<file path="src/rtl/onehot_rr_arbiter.sv">
// onehot_rr_arbiter: eight-source round-robin arbiter with a registered one-hot grant and a valid/ready handshake
module onehot_rr_arbiter #(
    parameter int WIDTH   = 8,
    parameter int PTR_RST = 0
) (
    input  logic             clk,
    input  logic             rst_n,
    input  logic [WIDTH-1:0] req,
    output logic [WIDTH-1:0] grant,
    output logic             grant_valid,
    input  logic             grant_ready,
    output logic [WIDTH-1:0] pending,
    output logic             busy
);
    localparam logic [0:0] IDLE  = 1'b0;
    localparam logic [0:0] GRANT = 1'b1;

    logic [0:0] state;
    logic [2:0] ptr, gidx, win, idx;
    logic       hs;

    assign hs          = grant_valid & grant_ready;
    assign grant_valid = state == GRANT;
    assign busy        = |pending | grant_valid;

    // Scan from the far end back toward ptr so the closest pending source wins.
    always_comb begin
        win = ptr;
        idx = '0;
        for (int i = WIDTH - 1; i >= 0; i--) begin
            idx = ptr + 3'(i);
            if (pending[idx]) win = idx;
        end
    end

    always_ff @(posedge clk) begin
        if (!rst_n) begin
            state   <= IDLE;
            pending <= '0;
            grant   <= '0;
            gidx    <= '0;
            ptr     <= 3'(PTR_RST);
        end else begin
            pending <= (pending & ~(hs ? grant : '0)) | req;
            if (state == IDLE && |pending) begin
                state <= GRANT;
                grant <= WIDTH'(1) << win;
                gidx  <= win;
            end else if (hs) begin
                state <= IDLE;
                grant <= '0;
                ptr   <= gidx + 3'd1;
            end
        end
    end
endmodule

</file>
<file path="config.mk">
export PLATFORM = sky130hd
export DESIGN_NAME = onehot_rr_arbiter
export DESIGN_NICKNAME = d
export VERILOG_FILES = /design/src/rtl/onehot_rr_arbiter.sv
export SDC_FILE = /design/constraint.sdc
export NUM_CORES = 1
export LEC_CHECK = 0
export CAP_MARGIN = 10
export CORE_UTILIZATION = 42
export DETAILED_ROUTE_END_ITERATION = 12
export PLACE_DENSITY = 0.65
export SLEW_MARGIN = 20
export SYNTH_ARGS = -nofsm -noshare
export SYNTH_HDL_FRONTEND = slang
export SYNTH_SLANG_ARGS = --single-unit
export TNS_END_PERCENT = 30
</file>
<file path="constraint.sdc">
create_clock -name clk -period 9.4 [get_ports clk]
set_clock_uncertainty 0.1 [all_clocks]
set_input_delay 1.41 -clock clk [delete_from_list [all_inputs] [get_ports clk]]
set_output_delay 1.41 -clock clk [all_outputs]
set_load 0.005 [all_outputs]
</file>
=== Word level (Yosys, flattened, before mapping) ===
Cells that the tools add are included.

* Logic and storage cells: 62
* Bits in registers: 23

* Order comparisons: 8
* Bitwise logic cells: 7
* Reductions and logical operators: 4
* Add/subtract/negate cells: 8
* Shift operators: 1
* Muxes and demuxes: 29

{| class="wikitable"
|+ Operators by type and width
! kind !! number
|-
| $lt A3 B4 Y1 const B || 8
|-
| $bmux W1 S3 || 8
|-
| $mux W3 || 8
|-
| $mux W8 || 3
|-
| $add A3 B3 Y3 const B || 4
|-
| $mux W1 || 10
|-
| $and A8 B8 Y8 || 1
|-
| $not A8 Y8 || 1
|-
| $or A8 B8 Y8 || 1
|-
| $reduce_or A8 Y1 || 1
|-
| $shl A1 B3 Y8 const A || 1
|-
| $add A3 B1 Y3 const B || 2
|-
| $add A3 B2 Y3 const B || 2
|-
| $not A1 Y1 || 2
|-
| $reduce_and A2 Y1 || 1
|-
| $reduce_bool A2 Y1 || 1
|-
| $and A1 B1 Y1 || 1
|-
| $logic_and A1 B1 Y1 || 1
|-
| $or A1 B1 Y1 || 1
|}

=== Logic depth before layout (Yosys ltp) ===
Gate-level depths: netlist of the first run.

* Depth after elaboration: 13
* Depth in mapped cells: 13
* Mapped depth without buffers: 9

=== Worst setup path before layout of the first run ===
No wires, ideal clock.

* Path kind: reg2reg
* Start point: reg ptr[0]
* End point: reg grant[0]
* Period minus slack after synthesis: 3.459 ns
* Path slack: 5.941 ns
* Data arrival time: 3.242 ns
* Required time: 9.183 ns
* Cell stages (with the launch flop): 14
* Buffers on the path: 4
* Cell sequence: dfxtp_1 -> buf_6 -> buf_6 -> clkbuf_1 -> inv_2 -> ha_1 -> buf_2 -> mux2_2 -> a22oi_1 -> o21ai_1 -> o41ai_1 -> o211ai_1 -> a31o_2 -> a32o_1

* Cells in the longest elaborated chain, start to end: 13
* Elaborated cells between the ends (all ways): 33
* Those cells by class: add/sub: 7; shift: 1; mux: 25

{| class="wikitable"
|+ Ends and longest elaborated chain
! item !! RTL line !! RTL
|-
| from (decl) || 19 || <nowiki>logic [2:0] ptr, gidx, win, idx;</nowiki>
|-
| from (signal assigned) || 42 || <nowiki>ptr <= 3'(PTR_RST);</nowiki>
|-
| from (signal assigned) || 52 || <nowiki>ptr <= gidx + 3'd1;</nowiki>
|-
| $add A3 B3 Y3 || 31 || <nowiki>idx = ptr + 3'(i);</nowiki>
|-
| $bmux W1 S3 || 32 || <nowiki>if (pending[idx]) win = idx;</nowiki>
|-
| $mux W1 (implied by the code) || 32 ||
|-
| $mux W3 (7 in a row) || 32 ||
|-
| $mux W3 * || 32 ||
|-
| $shl A1 B3 Y8 * || 47 || <nowiki>grant <= WIDTH'(1) << win;</nowiki>
|-
| $mux W8 * || 45 || <nowiki>if (state == IDLE && |pending) begin</nowiki>
|-
| to (signal assigned) || 47 ||
|-
| to (decl) || 9 || <nowiki>output logic [WIDTH-1:0] grant,</nowiki>
|}

Mark *: on every way between the ends. The rest lies on a longest branch, timed or not. The select of a mux whose other input is x is not followed.
A chain may end at the register's enable or synchronous reset.

=== Worst setup path after layout of the first run ===
* Start point: reg ptr[1]
* End point: reg grant[4]

The elaborated chain is that of the path after synthesis.

==> results of run 1 <==
layout by cell type (no fill, tap or decap), types with 2 or more instances in the layout:
cell and instances:
nand2_1 28, clkdlybuf4s50_1 28, dfxtp_1 23, nor2_1 21
a21oi_1 15, mux4_2 10, nor3_1 7, o21ai_0 6
and2_1 5, inv_1 4, mux2_2 4, a211oi_1 4
and3_1 4, nand2b_1 4, o31ai_1 4, a32o_1 4
mux2i_1 3, nor2b_1 3, xnor2_1 3, nand3_1 3
a31oi_1 3, ha_1 3, clkbuf_8 3, nor4_1 2
xor2_1 2, a2111o_1 2, o211ai_1 2, o2111ai_1 2
a22oi_1 2
cells by family after synthesis:
kind of cell / after synthesis / synth area share (%)
buffers and inverters: 17 / 4.689
xor gates and xnor gates: 5 / 2.414
DFF: 23 / 25.38
and+or+nand+nor: 81 / 21.38
adders and majority gates: 3 / 2.069
AOI/OAI and AO/OA: 58 / 24.07
muxes: 21 / 20.00
metrics by stage:
step | utilization, % | hold WS (ps) | setup slack (ps) | area, µm² | std cells
floorplan | - | 353.8 | 5941 | 1814 | 208
global placement | 51.35 | 366.6 | 5694 | 2098 | 275
detailed placement | 51.35 | 377.7 | 5571 | 2098 | 275
CTS | 52.48 | 391.7 | 5564 | 2145 | 279
global route | 52.48 | 422.8 | 5274 | 2145 | 279
finish | 52.48 | 386.8 | 5545 | 2145 | 279
final timing paths:
check / slack, ps / depth (start not counted) / to
max: 5550 / 9 / grant[4]
min: 390 / 2 / grant[2]
max reg2reg: 5550 / 9 / grant[4]
min reg2reg: 390 / 2 / grant[2]
area by class of cell:
type                       instances  area [µm²]  share of cell area, %
multi-input combinational        168        1269                  59.16
sequential                        23       460.4                  21.47
timing repair buffer              29       287.8                  13.42
tap                               50       62.56                  2.917
clock buffer                       3       41.29                  1.925
inverter                           5       18.77                 0.8751
clock inverter                     1       5.005                 0.2334
report_power, final:
| part | switching [mW] | internal [mW] |
|---|---|---|
| logic | 0.0827 | 0.0739 |
| registers | 0.0184 | 0.108 |
| clock network | 0.0327 | 0.0297 |
registers in the layout (all words and copies together) (netlist names):
name,count
grant,8
pending,8
gidx,3
ptr,3
grant_valid,1
routing by layer:
metal / wire length (µm) / global-route usage, %
met2: 2337 / 37.50
met3: 236 / 1.520
met5: 0 / 0
met4: 58 / 7.447
met1: 2233 / 29.34
worst register-to-register path, delay by kind of cell, from the launching register on:
family,cells,cell delay (ps)
muxes,1,430
DFF,1,780
buffers and inverters,1,290
AOI/OAI and AO/OA,6,1530
adders and majority gates,1,670
==> flow_metrics.env, run 1 <==
export IMPL_criticalPathCategory="flip-flop to flip-flop"
export IMPL_cts_tree="done"
export IMPL_drive_above_1_share_pct=13.10
export IMPL_vias_per_cell=6.104
export IMPL_syn_num_nets=222
export IMPL_power_density_nw_per_um2=161.1
export IMPL_post_route_period_util_pct=41.01
export IMPL_initial_utilization_pct=44.40
export IMPL_power_leakage_nw=0.7345
export IMPL_yosysMostFrequentCell="nand2_1"
export IMPL_tightest_slew_ps=882.4
export IMPL_ys_seq_elements=23
export IMPL_yosysWarnings=0
export IMPL_yosys_top_cells_count="nand2_1 (28), dfxtp_1 (23), nor2_1 (21)"
export IMPL_syn_area_per_cell_um2=8.722
export IMPL_fill_cells=403
export IMPL_cts_made_buffers=3
export IMPL_hold_class="flip-flop to flip-flop"
export IMPL_clk_latency_ps=270
export IMPL_finalCriticalPeriod_ps=3855
export IMPL_area_growth_pct=18.21
export IMPL_cts_buffer_depth=2
export IMPL_synth_top_area_share_pct=25.38
export IMPL_cp_required_ps=9510
export IMPL_io_pins=29
export IMPL_h_tree_depth=1
export IMPL_drv_slew=0
export IMPL_grt_usage_pct=22.10
export IMPL_hpwl_um=3475
export IMPL_syn_inst=208
export IMPL_setup_tns_ps=0
export IMPL_rr_startpoint="ptr[1]"
export IMPL_yosysUniqueCellTypes=53
export IMPL_dieArea_um2=4587
export IMPL_cp_top_family="compound AO/OA/AOI/OAI gates"
export IMPL_syn_area_um2=1814
export IMPL_hold_path_startpoint="grant[2]"
export IMPL_totalWireLength_um=4865
export IMPL_clk_pin_slew_ps=80
export IMPL_crit_path_max_incr_delay_ps=780
export IMPL_p_total_mw=0.3454
export IMPL_synthFlopType="dfxtp_1"
export IMPL_crit_path_start_kind="flip-flop"
export IMPL_grt_first_pass_wirelength_um=7389
export IMPL_die_w_um=67.73
export IMPL_hold_viol_final=0
export IMPL_core_area_um2=4086
export IMPL_synth_edf_count=0
export IMPL_gp_congestion=0.8629
export IMPL_ys_seq_area_share_pct=25.38
export IMPL_crit_buf_inv=1
export IMPL_outcome="completed"
export IMPL_max_freq_mhz=259.4
export IMPL_final_net_count=244
export IMPL_vias=1703
export IMPL_ant_nets=0
export IMPL_die_y_um=67.73
export IMPL_end_kind="flip-flop"
export IMPL_firstDrtPassIters=4
export IMPL_rows=23
export IMPL_antenna_found_initial=0
export IMPL_yosys_top_cells_area="dfxtp_1 (25%), mux4_2 (12%), nand2_1 (5.8%), nor2_1 (4.3%), a21oi_1 (4.1%)"
export IMPL_slowest_stage="dfxtp_1"
export IMPL_overflow=0
export IMPL_avgRoutedWirePerCell_um=17.44
export IMPL_ir_drop_mv=0.1173
export IMPL_cp_max_fo=16
export IMPL_cts_resized=0
export IMPL_drt_iter0_drc=147
export IMPL_grt_max_degree=26
export IMPL_cts_root_buf="clkbuf_8"
export IMPL_post_cts_buffers=0
export IMPL_setup_viol=0
export IMPL_slew_headroom_pct=41.09
export IMPL_crit_chain="inv_1 -> ha_1 -> mux2_2 -> a22oi_1 -> o21ai_1 -> o41ai_1 -> o211ai_1 -> a31oi_1 -> a32o_1"
export IMPL_post_route_drc_count=0
export IMPL_io_buffer_count=28
export IMPL_grt_pass1_vias=1484
export IMPL_rsz0062_at_grt="no"
export IMPL_cp_startpoint="ptr[1]"
export IMPL_cts_hold_buf=0
export IMPL_drv_cap=0
export IMPL_crit_arrival_ps=3970
export IMPL_synth_area_leader_cell="dfxtp_1"
export IMPL_synthArstFlopShare_pct=0
export IMPL_cts_sinks=23
export IMPL_n_antenna_cell=0
Note: power is estimated with default switching activity, not from simulation.
==> run 2: changes to the inputs <==
- clock period: 9.4 -> 3.79 ns (I/O delays scaled with it)
==> run 2 against run 1 <==
Against the previous run: clock power up 150%; total power up 150%; critical path depth unchanged; largest power group unchanged; worst setup slack worse by 4900 ps; non-clock buffer count up 2; register-to-register slack worse by 4900 ps; largest cell class unchanged.
==> flow_metrics.env, run 2 (synthesized netlist as in run 1, its figures left out) <==
export IMPL_finalCriticalPeriod_ps=3181
export IMPL_post_cts_buffers=0
export IMPL_vias_per_cell=5.954
export IMPL_hold_class="flip-flop to flip-flop"
export IMPL_met3_usage_pct=2.196
export IMPL_power_density_nw_per_um2=395.6
export IMPL_cts_tree="done"
export IMPL_drive_above_1_share_pct=13.85
export IMPL_cts_hold_buf=0
export IMPL_cts_buffer_depth=2
export IMPL_drv_cap=0
export IMPL_die_w_um=67.73
export IMPL_rsz0062_at_grt="no"
export IMPL_cp_max_fo=15
export IMPL_initial_utilization_pct=44.40
export IMPL_end_kind="flip-flop"
export IMPL_hold_viol_final=0
export IMPL_grt_busiest_layer="met2"
export IMPL_antenna_found_initial=0
export IMPL_clk_pin_slew_ps=80
export IMPL_final_net_count=246
export IMPL_totalWireLength_um=4691
export IMPL_setup_viol=0
export IMPL_use_met2_pct=34.53
export IMPL_criticalPathCategory="flip-flop to flip-flop"
export IMPL_cp_required_ps=3860
export IMPL_rows=23
export IMPL_ir_drop_mv=0.2406
export IMPL_clk_latency_ps=270
export IMPL_ant_nets=0
export IMPL_cts_made_buffers=3
export IMPL_setup_tns_ps=0
export IMPL_drv_slew=0
export IMPL_drt_iter0_drc=162
export IMPL_io_pins=29
export IMPL_use_met1_pct=31.69
export IMPL_grt_first_pass_wirelength_um=7472
export IMPL_hpwl_um=3510
export IMPL_n_antenna_cell=0
export IMPL_slew_headroom_pct=46.73
export IMPL_vias=1673
export IMPL_crit_chain="inv_1 -> ha_1 -> mux2_2 -> a22oi_1 -> o21ai_1 -> o41ai_1 -> o211ai_1 -> a31o_2 -> a32o_1"
export IMPL_final_cell_mix="nand2_1 (28), clkdlybuf4s50_1 (28), dfxtp_1 (23)"
export IMPL_io_buffer_count=28
export IMPL_cts_sinks=23
export IMPL_die_y_um=67.73
export IMPL_crit_path_max_incr_delay_ps=600
export IMPL_h_tree_depth=1
export IMPL_cts_root_buf="clkbuf_8"
export IMPL_area_growth_pct=19.03
export IMPL_avgRoutedWirePerCell_um=16.69
export IMPL_grt_usage_pct=22.17
export IMPL_crit_arrival_ps=3250
export IMPL_post_route_period_util_pct=83.92
export IMPL_tightest_slew_ps=793.0
export IMPL_gp_congestion=0.8290
export IMPL_firstDrtPassIters=4
export IMPL_power_leakage_nw=0.7452
export IMPL_grt_pass1_vias=1489
export IMPL_grt_max_degree=26
export IMPL_max_freq_mhz=314.4
export IMPL_reg_top3="grant (8), pending (8)"
export IMPL_crit_path_start_kind="flip-flop"
export IMPL_dieArea_um2=4587
export IMPL_outcome="completed"
export IMPL_overflow=0
export IMPL_slowest_stage="ha_1"
export IMPL_post_route_drc_count=0
export IMPL_core_area_um2=4086
export IMPL_cts_resized=0
export IMPL_p_total_mw=0.8543
[run 2: through the flow]
stage | instance area, µm² | std cells | utilization (%) | hold WS (ps) | setup WS (ps)
final | 2160 | 281 | 52.85 | 382.4 | 609.4
after global routing | 2160 | 281 | 52.85 | 417.5 | 315.9
after CTS | 2160 | 281 | 52.85 | 390.2 | 610.1
after detailed placement | 2113 | 277 | 51.71 | 376.9 | 623.2
after global placement | 2113 | 277 | 51.71 | 372.1 | 705.0
after floorplan | 1814 | 208 | - | 353.8 | 330.7
[run 2: critical path, delay by kind of cell (launching register included)]
kind	cells	cell delay [ps]
adder cells (fa/ha/maj)	1	600
AO/OA/AOI/OAI	6	1490
flip-flops	1	340
buffers and inverters	1	110
multiplexers	1	430
[run 2: path summary, 6_finish.rpt]
| path | to | cells after the start | slack [ps] | startpoint |
|---|---|---|---|---|
| min reg2reg | gidx[1] | 2 | 380 | gidx[1] |
| max | grant[0] | 9 | 610 | ptr[1] |
| min | gidx[1] | 2 | 380 | gidx[1] |
| max reg2reg | grant[0] | 9 | 610 | ptr[1] |
[run 2: layout make-up]
class / instances / area [µm²]
Timing Repair Buffer: 31 / 302.8
Clock buffer: 3 / 41.29
Clock inverter: 1 / 5.005
Tap cell: 50 / 62.56
Multi-Input combinational cell: 168 / 1269
Inverter: 5 / 18.77
Sequential cell: 23 / 460.4
Fill cell: 393 / 1927
[run 2: routing by layer]
metal	wire, µm	up-vias	share of wire (%)
li1	-	828	-
met1	2252	798	48
met2	2164	42	46
met3	211	5	4.5
met4	62	0	1.3
met5	0	-	0
[run 2: power breakdown]
part | internal (mW) | leakage, nW | total, mW | switching (mW)
Sequential | 0.268 | 0.190 | 0.302 | 0.0338
Clock | 0.0736 | 0.0255 | 0.154 | 0.0808
Combinational | 0.185 | 0.530 | 0.398 | 0.213
Total | 0.527 | 0.745 | 0.854 | 0.327
==> run 3: changes to the inputs <==
- PLACE_DENSITY: 0.65 -> 0.68
- clock period: 3.79 -> 2.85 ns (I/O delays scaled with it)
==> run 3 against run 2 <==
Against the previous run: clock-buffer cell count grew 1; global-route usage grew 1.1 points; wire length grew 9.3%; combinational power grew 57%; via count grew 6.8%; critical endpoint is now grant[2]; largest cell class unchanged; highest routed layer unchanged.
==> flow_metrics.env, run 3 (synthesized netlist as in run 1, its figures left out) <==
export IMPL_outcome="completed"
export IMPL_io_pins=29
export IMPL_power_density_nw_per_um2=511.2
export IMPL_slowest_stage="dfxtp_4"
export IMPL_initial_utilization_pct=44.40
export IMPL_drv_slew=0
export IMPL_ir_drop_mv=0.3241
export IMPL_hpwl_um=3747
export IMPL_cts_root_buf="clkbuf_8"
export IMPL_crit_path_max_incr_delay_ps=400
export IMPL_cp_max_fo=9
export IMPL_tightest_slew_ps=501.9
export IMPL_setup_viol=0
export IMPL_dp_slack_ps=42.66
export IMPL_crit_buf_inv=1
export IMPL_post_route_drc_count=0
export IMPL_dieArea_um2=4587
export IMPL_crit_arrival_ps=2870
export IMPL_n_antenna_cell=0
export IMPL_core_area_um2=4086
export IMPL_reg_top3="grant (8), pending (8)"
export IMPL_rows=23
export IMPL_clk_pin_slew_ps=80
export IMPL_grt_first_pass_wirelength_um=7955
export IMPL_drt_iter0_drc=105
export IMPL_cts_buffer_depth=2
export IMPL_cts_sinks=23
export IMPL_die_y_um=67.73
export IMPL_final_net_count=265
export IMPL_use_met1_pct=32.85
export IMPL_met3_usage_pct=2.365
export IMPL_setup_tns_ps=0
export IMPL_drive_above_1_share_pct=23.20
export IMPL_worst_slack_ps=51.19
export IMPL_grt_pass1_vias=1585
export IMPL_h_tree_depth=1
export IMPL_antenna_found_initial=0
export IMPL_io_buffer_count=28
export IMPL_final_cell_mix="nand2_1 (28), clkdlybuf4s50_1 (28), nor2_1 (21), dfxtp_1 (21), buf_4 (19)"
export IMPL_firstDrtPassIters=4
export IMPL_max_freq_mhz=357.3
export IMPL_vias_per_cell=5.957
export IMPL_die_w_um=67.73
export IMPL_cp_top_family="compound AO/OA/AOI/OAI gates"
export IMPL_grt_usage_pct=23.23
export IMPL_vias=1787
export IMPL_cp_required_ps=2920
export IMPL_area_growth_pct=32.62
export IMPL_avgRoutedWirePerCell_um=17.09
export IMPL_hold_viol_final=0
export IMPL_clk_latency_ps=260
export IMPL_fill_cells=354
export IMPL_cts_hold_buf=0
export IMPL_fin_hold_ws_ps=381.0
export IMPL_drv_cap=0
export IMPL_post_route_period_util_pct=98.20
export IMPL_crit_path_start_kind="flip-flop"
export IMPL_cts_tree="done"
export IMPL_ant_nets=0
export IMPL_use_met2_pct=37.13
export IMPL_finalCriticalPeriod_ps=2799
export IMPL_totalWireLength_um=5127
export IMPL_gp_congestion=0.8676
export IMPL_crit_chain="inv_4 -> ha_4 -> mux4_2 -> mux2_4 -> a2111o_1 -> a31oi_4 -> nand4_4 -> o31ai_1"
export IMPL_cts_made_buffers=3
export IMPL_criticalPathCategory="flip-flop to flip-flop"
export IMPL_end_kind="flip-flop"
export IMPL_fin_util_pct=58.88
export IMPL_power_leakage_nw=0.8581
export IMPL_grt_busiest_layer="met2"
export IMPL_hold_class="flip-flop to flip-flop"
export IMPL_slew_headroom_pct=66.50
export IMPL_overflow=0
export IMPL_grt_max_degree=24
run 3: cell types whose count changed in the layout (fill, tap and decap cells not counted), sizes merged:
cell    delta
clkbuf     +2
clkinv     -1
buf       +18
run 3: timing repair:
action | in CTS | in global routing
pin swaps | 1 | 5
gates cloned | 0 | 1
setup buffers | 1 | 2
setup endpoints to repair | 1 | 10
gates resized for setup | 0 | 7
run 3: path summary, 6_finish.rpt:
path / end / cells past startpoint / startpoint / slack, ps
setup / recovery: grant[2] / 8 / ptr[0] / 50
setup reg to reg: grant[2] / 8 / ptr[0] / 50
hold / removal: gidx[1] / 2 / gidx[1] / 380
hold reg to reg: gidx[1] / 2 / gidx[1] / 380
run 3: per-layer routing:
layer,vias up,routed length [µm]
met3,4,225
met4,0,58
li1,870,-
met5,-,0
met2,50,2507
met1,863,2335
run 3: layout make-up:
type | instances | area (µm²) | area share (%)
timing repair buffer | 50 | 488.0 | 20.28
inverter | 5 | 21.27 | 0.8840
multi-input combinational | 168 | 1324 | 55.02
sequential | 23 | 465.4 | 19.34
tap | 50 | 62.56 | 2.600
clock buffer | 4 | 45.04 | 1.872
run 3: tightest hold or removal path: stages, from the launching register on:
cell and delay, ps:
dfxtp_1 320, nand2b_1 60, a21oi_1 60
run 3: per-stage QoR:
step                      instance area [µm²]  std cells  power, mW
after floorplan                          1861        208     0.8021
after global placement                   2276        292     0.9918
after detailed placement                 2276        292     0.9922
after CTS                                2328        297      1.196
after global routing                     2406        300      1.303
final                                    2406        300      1.230
run 3: power breakdown:
part / leakage, nW / switching [mW] / internal [mW]
sequential: 0.191 / 0.0477 / 0.357
clock: 0.0228 / 0.0996 / 0.0996
combinational: 0.644 / 0.313 / 0.313
total: 0.858 / 0.461 / 0.769
